[config.mk]
export PLATFORM = sky130hd
export DESIGN_NAME = seq_gen_tx
export DESIGN_NICKNAME = d
export VERILOG_FILES = /design/src/rtl/seq_gen_tx.sv
export SDC_FILE = /design/constraint.sdc
export NUM_CORES = 1
export LEC_CHECK = 0
export ABC_CLOCK_PERIOD_IN_PS = 3100
export CAP_MARGIN = 20
export CORE_ASPECT_RATIO = 0.5
export CORE_MARGIN = 5
export CORE_UTILIZATION = 28
export CTS_CLUSTER_DIAMETER = 150
export CTS_CLUSTER_SIZE = 10
export DETAILED_ROUTE_END_ITERATION = 10
export SETUP_SLACK_MARGIN = 0.5
export SLEW_MARGIN = 20
export SYNTH_ARGS = -nofsm -noshare
export SYNTH_HDL_FRONTEND = slang
export SYNTH_SLANG_ARGS = --single-unit
[constraint.sdc]
create_clock -name clk -period 3.1 [get_ports clk]
set_input_delay 0.31 -clock clk [delete_from_list [all_inputs] [get_ports clk]]
set_output_delay 0.31 -clock clk [all_outputs]
set_load 0.02 [all_outputs]
[src/rtl/seq_gen_tx.sv]
`default_nettype none
// ============================================================================
//  Module   : seq_gen_tx
//  Purpose  : Framed serial transmitter. Accepts one payload byte, then
//             emits a 7-bit sync pattern (MSB first), the byte (MSB first),
//             an optional even-parity bit, and GAP_CYCLES idle bit-times.
//  Revision : 1.0 - initial release
//
//  Ports
//    clk        in   1  clock, all logic on posedge
//    rst        in   1  asynchronous active-high reset
//    data_in    in   8  payload byte
//    data_valid in   1  payload offered
//    data_ready out  1  block can accept a payload (IDLE only)
//    seq_out    out  1  serial bit stream (0 when seq_vld is 0)
//    seq_vld    out  1  seq_out carries a frame bit
//    busy       out  1  frame in progress (SYNC/DATA/PAR/GAP)
//    done       out  1  one-cycle pulse on the last frame bit
//
//  Build option
//    SEQ_GEN_PARITY_EN  when defined, a PAR state appends an even-parity
//                       bit after the payload (16-bit frame); otherwise the
//                       frame is 15 bits and done lands on payload bit 0.
// ============================================================================
module seq_gen_tx #(
  parameter logic [6:0] SYNC_PAT   = 7'b1011010,
  parameter int         GAP_CYCLES = 2
) (
  input  logic       clk,
  input  logic       rst,
  input  logic [7:0] data_in,
  input  logic       data_valid,
  output logic       data_ready,
  output logic       seq_out,
  output logic       seq_vld,
  output logic       busy,
  output logic       done
);

  localparam logic [2:0] S_IDLE = 3'd0;
  localparam logic [2:0] S_SYNC = 3'd1;
  localparam logic [2:0] S_DATA = 3'd2;
`ifdef SEQ_GEN_PARITY_EN
  localparam logic [2:0] S_PAR  = 3'd3;
`endif
  localparam logic [2:0] S_GAP  = 3'd4;

  // The gap counter is loaded with GAP_CYCLES-1 so GAP lasts exactly
  // GAP_CYCLES cycles; with GAP_CYCLES=0 the GAP state is never entered.
  localparam logic       GAP_EN   = (GAP_CYCLES > 0);
  localparam logic [3:0] GAP_LOAD = (GAP_CYCLES > 0) ? 4'(GAP_CYCLES - 1) : 4'd0;

  logic [2:0] state_q,   state_d;
  logic [2:0] bit_cnt_q, bit_cnt_d;
  logic [3:0] gap_cnt_q, gap_cnt_d;
  logic [7:0] byte_q,    byte_d;
  logic       seq_out_q, seq_out_d;
  logic       seq_vld_q, seq_vld_d;
  logic       busy_q,    busy_d;
  logic       done_q,    done_d;
  logic       frame_end;

  // state_q names the state whose bit is currently on seq_out; the output
  // registers are loaded from the next-state values so they line up with it.
  always_ff @(posedge clk or posedge rst) begin
    if (rst) begin
      state_q   <= S_IDLE;
      bit_cnt_q <= 3'd0;
      gap_cnt_q <= 4'd0;
      byte_q    <= 8'd0;
      seq_out_q <= 1'b0;
      seq_vld_q <= 1'b0;
      busy_q    <= 1'b0;
      done_q    <= 1'b0;
    end else begin
      state_q   <= state_d;
      bit_cnt_q <= bit_cnt_d;
      gap_cnt_q <= gap_cnt_d;
      byte_q    <= byte_d;
      seq_out_q <= seq_out_d;
      seq_vld_q <= seq_vld_d;
      busy_q    <= busy_d;
      done_q    <= done_d;
    end
  end

  // Next-state logic
  always_comb begin
    state_d   = state_q;
    bit_cnt_d = bit_cnt_q;
    gap_cnt_d = gap_cnt_q;
    byte_d    = byte_q;
    frame_end = 1'b0;
    case (state_q)
      S_IDLE: begin
        if (data_valid) begin
          state_d   = S_SYNC;
          bit_cnt_d = 3'd6;
          byte_d    = data_in;
        end
      end
      S_SYNC: begin
        if (bit_cnt_q == 3'd0) begin
          state_d   = S_DATA;
          bit_cnt_d = 3'd7;
        end else begin
          bit_cnt_d = bit_cnt_q - 3'd1;
        end
      end
      S_DATA: begin
        if (bit_cnt_q == 3'd0) begin
`ifdef SEQ_GEN_PARITY_EN
          state_d = S_PAR;
`else
          frame_end = 1'b1;
`endif
        end else begin
          bit_cnt_d = bit_cnt_q - 3'd1;
        end
      end
`ifdef SEQ_GEN_PARITY_EN
      S_PAR: begin
        frame_end = 1'b1;
      end
`endif
      S_GAP: begin
        // Leaving at zero means the counter never wraps below 0.
        if (gap_cnt_q == 4'd0) begin
          state_d = S_IDLE;
        end else begin
          gap_cnt_d = gap_cnt_q - 4'd1;
        end
      end
      default: begin
        state_d = S_IDLE;
      end
    endcase

    if (frame_end) begin
      if (GAP_EN) begin
        state_d   = S_GAP;
        gap_cnt_d = GAP_LOAD;
      end else begin
        state_d = S_IDLE;
      end
    end
  end

  // Output logic, decoded from the state being entered
  always_comb begin
    seq_out_d = 1'b0;
    seq_vld_d = 1'b0;
    done_d    = 1'b0;
    busy_d    = (state_d != S_IDLE);
    case (state_d)
      S_SYNC: begin
        seq_vld_d = 1'b1;
        seq_out_d = SYNC_PAT[bit_cnt_d];
      end
      S_DATA: begin
        seq_vld_d = 1'b1;
        seq_out_d = byte_d[bit_cnt_d];
`ifndef SEQ_GEN_PARITY_EN
        done_d    = (bit_cnt_d == 3'd0);
`endif
      end
`ifdef SEQ_GEN_PARITY_EN
      S_PAR: begin
        seq_vld_d = 1'b1;
        seq_out_d = ^byte_d;
        done_d    = 1'b1;
      end
`endif
      default: begin
        seq_vld_d = 1'b0;
      end
    endcase
  end

  // Ready is a pure state decode, masked while reset is held.
  assign data_ready = (state_q == S_IDLE) && !rst;
  assign seq_out    = seq_out_q;
  assign seq_vld    = seq_vld_q;
  assign busy       = busy_q;
  assign done       = done_q;

endmodule
`default_nettype wire

## Yosys cells after proc, flatten, opt, wreduce, memory -nomap -nowiden

Memories as Yosys holds them, arrays and structs flattened.
Cells that the tools add are included.

- Multiplexer cells: 22
- Order comparisons: 1
- $add $sub $neg: 2
- Reduce and logical (&&, ||, !) cells: 10
- Eq/ne operators: 6

Operators with widths:

| kind | number |
|---|---|
| 3-bit two-way mux | 7 |
| 8-bit two-way mux | 2 |
| 4-bit two-way mux | 3 |
| 3-bit one-hot mux with 4 select lines | 1 |
| 3-bit logical NOT | 3 |
| 3-bit one-hot mux with 3 select lines | 1 |
| 3-bit by 1-bit == test with 1-bit output, second input constant | 2 |
| 3-bit by 2-bit == test with 1-bit output, second input constant | 2 |
| 1-bit two-way mux | 6 |
| 4-bit logical NOT | 1 |
| 3-bit by 4-bit less-than comparator with 1-bit output, second input constant | 1 |
| 4-bit by 1-bit subtractor with 4-bit output, second input constant | 1 |
| 1-bit binary-select mux with 3-bit select | 1 |
| 3-bit == test, second input constant | 1 |
| 3-bit nonzero test | 1 |
| 3-bit by 1-bit subtractor with 3-bit output, second input constant | 1 |
| 2-bit inequality test, second input constant | 1 |
| 1-bit one-hot mux with 2 select lines | 1 |
| 2-bit AND reduction | 1 |
| 2-bit nonzero test | 1 |
| 2-bit OR reduction | 1 |
| 1-bit logical AND | 1 |
| 1-bit logical NOT | 1 |

- Memories kept: 1
- Output and inout bits: 5
- Logic and storage cells: 50
- ROM bits: 8
- Input bits: 11
- Register bits after elaboration: 22

Memory list:

| memory | depth | bits a word | rd ports | clocked after memory_dff | write ports | line | source |
|---|---|---|---|---|---|---|---|
| (no name shown) | 8 | 1 | 1 | 0 | 0 | 158 | `seq_out_d = SYNC_PAT[bit_cnt_d];` |

## Longest topological paths before layout

- Depth in word-level cells: 7
- Depth in mapped cells: 12
- Depth with buffers taken out: 11

## Worst setup path before layout

No wires, ideal clock.

- Path kind: register to register
- Start: reg bit_cnt_q[0]
- End: reg seq_out_q, in the netlist seq_out
- Cell stages (with the launch flop): 13
- Library setup time: 0.136 ns
- Required time: 2.964 ns
- Buffers on the path: 1
- Clock period less this slack: 2.617 ns
- Path slack: 0.483 ns
- Data arrival time: 2.481 ns
- Path through: dfrtp_1 > inv_1 > ha_1 > nor2b_1 > inv_1 > ha_1 > or3b_1 > a21oi_2 > or2_1 > buf_6 > mux2_1 > a211oi_1 > o32ai_1

- Longest elaborated chain between the ends: 6
- Elaborated cells on any way between the ends: 18
- Those cells by class: 1 x add/sub; 2 x eq/ne; 13 x mux; 1 x reduce/logical; 1 x memory

Ends and longest elaborated chain:

| item | line | source |
|---|---|---|
| start, declared | 54 | `logic [2:0] bit_cnt_q, bit_cnt_d;` |
| start signal, assigned | 77 | `bit_cnt_q <= bit_cnt_d;` |
| 3-bit by 1-bit subtractor with 3-bit output or 3-bit logical NOT (tied branches) | n/a |  |
| 3-bit two-way mux, on equally long branches | 111, 103 |  |
| 3-bit one-hot mux with 3 select lines * | 94 | `case (state_q)` |
| named net bit_cnt_d[0] | 54 |  |
| memory read 8 x 1 bit or 1-bit binary-select mux with 3-bit select (tied branches) | n/a |  |
| 1-bit two-way mux, on equally long branches | 158, 162 |  |
| 1-bit one-hot mux with 2 select lines * | 155 | `case (state_d)` |
| named net seq_out_d | 57 | `logic seq_out_q, seq_out_d;` |
| end signal, assigned | 80 | `seq_out_q <= seq_out_d;` |
| end, declared | 57 |  |

The timed path passes the listed nets; every way through them passes the cells marked *. The select of a mux whose other input is x is not followed.
A chain may end at the register's enable or synchronous reset.

## Worst setup path after layout

- Start: reg bit_cnt_q[1]
- End: reg seq_out_q, in the netlist seq_out

- Longest elaborated chain between the ends: 6
- Elaborated cells on any way between the ends: 18
- Those cells by class: 1 x add/sub; 2 x eq/ne; 13 x mux; 1 x reduce/logical; 1 x memory

Ends and longest elaborated chain:

| item | line | source |
|---|---|---|
| 3-bit by 1-bit subtractor with 3-bit output or 3-bit logical NOT (tied branches) | n/a |  |
| 3-bit two-way mux (tied with other cells) | 111 | `if (bit_cnt_q == 3'd0) begin` |
| 3-bit one-hot mux with 3 select lines (tied with other cells) | 94 |  |
| memory read 8 x 1 bit (tied with other cells) | n/a |  |
| 1-bit two-way mux (implied by the code) (tied with other cells) | 158 |  |
| 1-bit one-hot mux with 2 select lines * | 155 |  |
| named net seq_out_d | 57 |  |

Marks and branches as above.

==> results.md <==
* Post-synthesis mux area share at 0.100
* Setup TNS at 0 ns
* Global route overflow at 0
* CTS Buf Count at 3
* Initial antenna violation count at 0
* Syn_nets at 126
* Die Span Y at 55.6 um
* Fin util at 0.370
* PnR worst setup slack at 0.612 ns
* Row Count at 16
* Die span in x at 101 um
* Slew at the pin closest to its max-slew limit at 0.798 ns
* Peak supply drop at 0.222 mV
* Synth Flop Type: dfrtp_1
* CP endpoint kind: flip-flop
* HP Class: flip-flop to flip-flop
* Hold slack at 0.502 ns
* Sink Count at 22
* Vias at 830
* RSZ-0062 raised after global routing: no
* Final net count at 147
* Slowest Stage Delay on Critical Path at 0.38 ns
* Static leakage at 0.648 nW
* CP Cell Sequence: inv_1 -> ha_4 -> nor2b_4 -> inv_4 -> ha_1 -> or3b_1 -> a21oi_2 -> or2_4 -> mux2_2 -> a211oi_2 -> o32ai_1
* Largest family of logic cells by synthesized area: simple AND/OR/NAND/NOR gates
* Largest area contributor in the netlist: dfrtp_1
* CP Max Fanout at 6
* Clock Skew at 0.00449 ns
* Core footprint at 0.00396 mm^2
* Cell family with most CP delay: simple AND/OR/NAND/NOR gates
* CP max stage cell: dfrtp_1
* Cell area power density at 971 mW/mm^2
* Mapped cell area at 0.00116 mm^2
* Element type at the critical path start: flip-flop
* Final hold vios at 0
* N_diodes at 0
* Avg Cell Area, Syn at 10.5 um^2
* Post-Place Cells at 177
* Fin crit share at 0.803
* DRT iter0 DRCs at 65
* GRT Util Overall at 0.0948
* Share of cells above drive strength 1 at 0.215
* Area Growth Syn to Fin at 25.9%
* Vias in the first global route at 921
* Most frequent cells in the layout: dfrtp_1, clkdlybuf4s50_1, nor2_1, inv_1, mux2_2
* Max Cap Violations at 0
* PnR Total Power at 1.42 mW
* CTS tree: yes
* Seq/Total Area, Yosys at 0.473
* EDFF count, synth at 0
* Final setup violation count at 0
* DRC at 0
* Synthesized-area fraction occupied by and/or/nand/nor cells at 0.173
* # H-tree levels at 1
* # hold bufs at CTS at 0
* Commonest non-fill, non-tap cell in the layout: dfrtp_1
* Status: finished, final reports clean
* Fmax at 0.402 GHz
* Max-slew violations at 0
* IO buf count at 15
* Clk slew on worst S/H paths at 0.08 ns
* CP arrival at 2.62 ns
* Root Buffer: clkbuf_8
* Adder-cell share of the synthesized area at 0.0430
* Worst-Skew Late Latency at 0.26 ns
* CTS Buffer Depth at 2
* Initial Utilization at 0.294
* Final HPWL DP at 1.60 mm
* Compound-Gate Fraction of Synth Area at 0.127
* CP Class: flip-flop to flip-flop
* Synth cell types at 36
* CP required at 3.23 ns
* Min Tclk post-route at 2.49 ns
* Syn. warnings at 0
* Area of the die at 0.00562 mm^2
* Post-Place Setup Slack at 0.305 ns
* Post-Synth XOR/XNOR Area at 0.0226
* I/O pin total at 16
* Non-filler cells, final at 184
* Synth top area cells: dfrtp_1, mux2_2, ha_1
* Asr flop ratio synth at 1.00
* DP Area at 0.00136 mm^2
* DR pass1 iterations at 4
* Area share of the largest cell type after synthesis at 0.473
* Routed len/inst at 12.9 um
* Post-Syn Instances at 111
* Via-to-Cell Ratio at 4.51
* Synthesized flop and latch total at 22
* GPL Wtd Cong at 0.707
* Global-route wire length before repair at 4.24 mm
* Worst reg2reg path depth at 11
* Max_slew headroom at 0.468
* Largest net degree at the start of global routing at 23
* WP depth at 11
* Critical path buffers and inverters at 2
* Remaining antenna violation count after routing at 0
* Hold path depth at 1
* Final WL at 2.37 mm
* Final instance area at 0.00147 mm^2
cell usage after synthesis, drive strengths merged (2+ instances only):
| library cell | number |
|---|---|
| a211oi | 2 |
| a21oi | 7 |
| buf | 3 |
| dfrtp | 22 |
| ha | 4 |
| inv | 10 |
| mux2 | 10 |
| nand2 | 6 |
| nand2b | 2 |
| nand3 | 2 |
| nand4 | 2 |
| nor2 | 12 |
| nor3 | 2 |
| nor4 | 2 |
| o2111a | 2 |
| o21ai | 2 |
| o21bai | 4 |
| or3 | 3 |
| xnor2 | 2 |
flip-flops by register name, summed over array words and instances, names as in the netlist:
signal     count
byte_q         8
gap_cnt_q      4
bit_cnt_q      3
state_q        3
busy           1
done           1
seq_out        1
seq_vld        1
logic make-up after synthesis:
group           after synthesis
fa+ha+maj                     4
mux                          10
xor+xnor                      3
flops                        22
buf+inv                      14
simple gates                 37
compound gates               21
worst reg2reg max path: stages (launching register included):
cell and delay [ns]:
dfrtp_1 0.38, inv_1 0.11, ha_4 0.14, nor2b_4 0.19, inv_4 0.06, ha_1 0.18
or3b_1 0.36, a21oi_2 0.14, or2_4 0.16, mux2_2 0.34, a211oi_2 0.18, o32ai_1 0.10
worst paths after layout:
kind	to	slack [ns]	from
worst max-delay path	seq_out	0.61	bit_cnt_q[1]
worst min-delay path	byte_q[7]	0.50	byte_q[7]
worst max register to register	seq_out	0.61	bit_cnt_q[1]
worst min register to register	byte_q[7]	0.50	byte_q[7]
max in group asynchronous	done	2.08	rst
min in group asynchronous	gap_cnt_q[2]	0.52	rst
final cells by class:
class / instances / area [um^2]
Clock buffer: 3 / 41.3
Fill cell: 391 / 2500
Inverter: 10 / 40.0
Multi-Input combinational cell: 75 / 578
Sequential cell: 22 / 551
Tap cell: 54 / 67.6
Timing Repair Buffer: 20 / 188
where the power goes:
group	leakage (nW)	internal, mW	total [mW]	switching (mW)
registers	0.270	0.395	0.456	0.0616
clock network	0.0216	0.0866	0.174	0.0869
logic	0.357	0.407	0.792	0.385
timing repair:
item	4_1_cts	5_1_grt
pin swaps	2	5
gates cloned	0	0
gates resized for setup	5	5
setup buffers	2	2
setup endpoints to repair	1	1
routing by layer:
| layer | wire length [um] | share of wire | GRT usage | vias to the layer above |
|---|---|---|---|---|
| met5 | 0 | 0 | 0 | - |
| met4 | 34 | 0.014 | 0.0360 | 0 |
| met3 | 79 | 0.033 | 0.0313 | 5 |
| met2 | 1170 | 0.49 | 0.157 | 13 |
| met1 | 1090 | 0.46 | 0.114 | 388 |
| li1 | - | - | - | 424 |
Power figures use the tool's default switching activity.
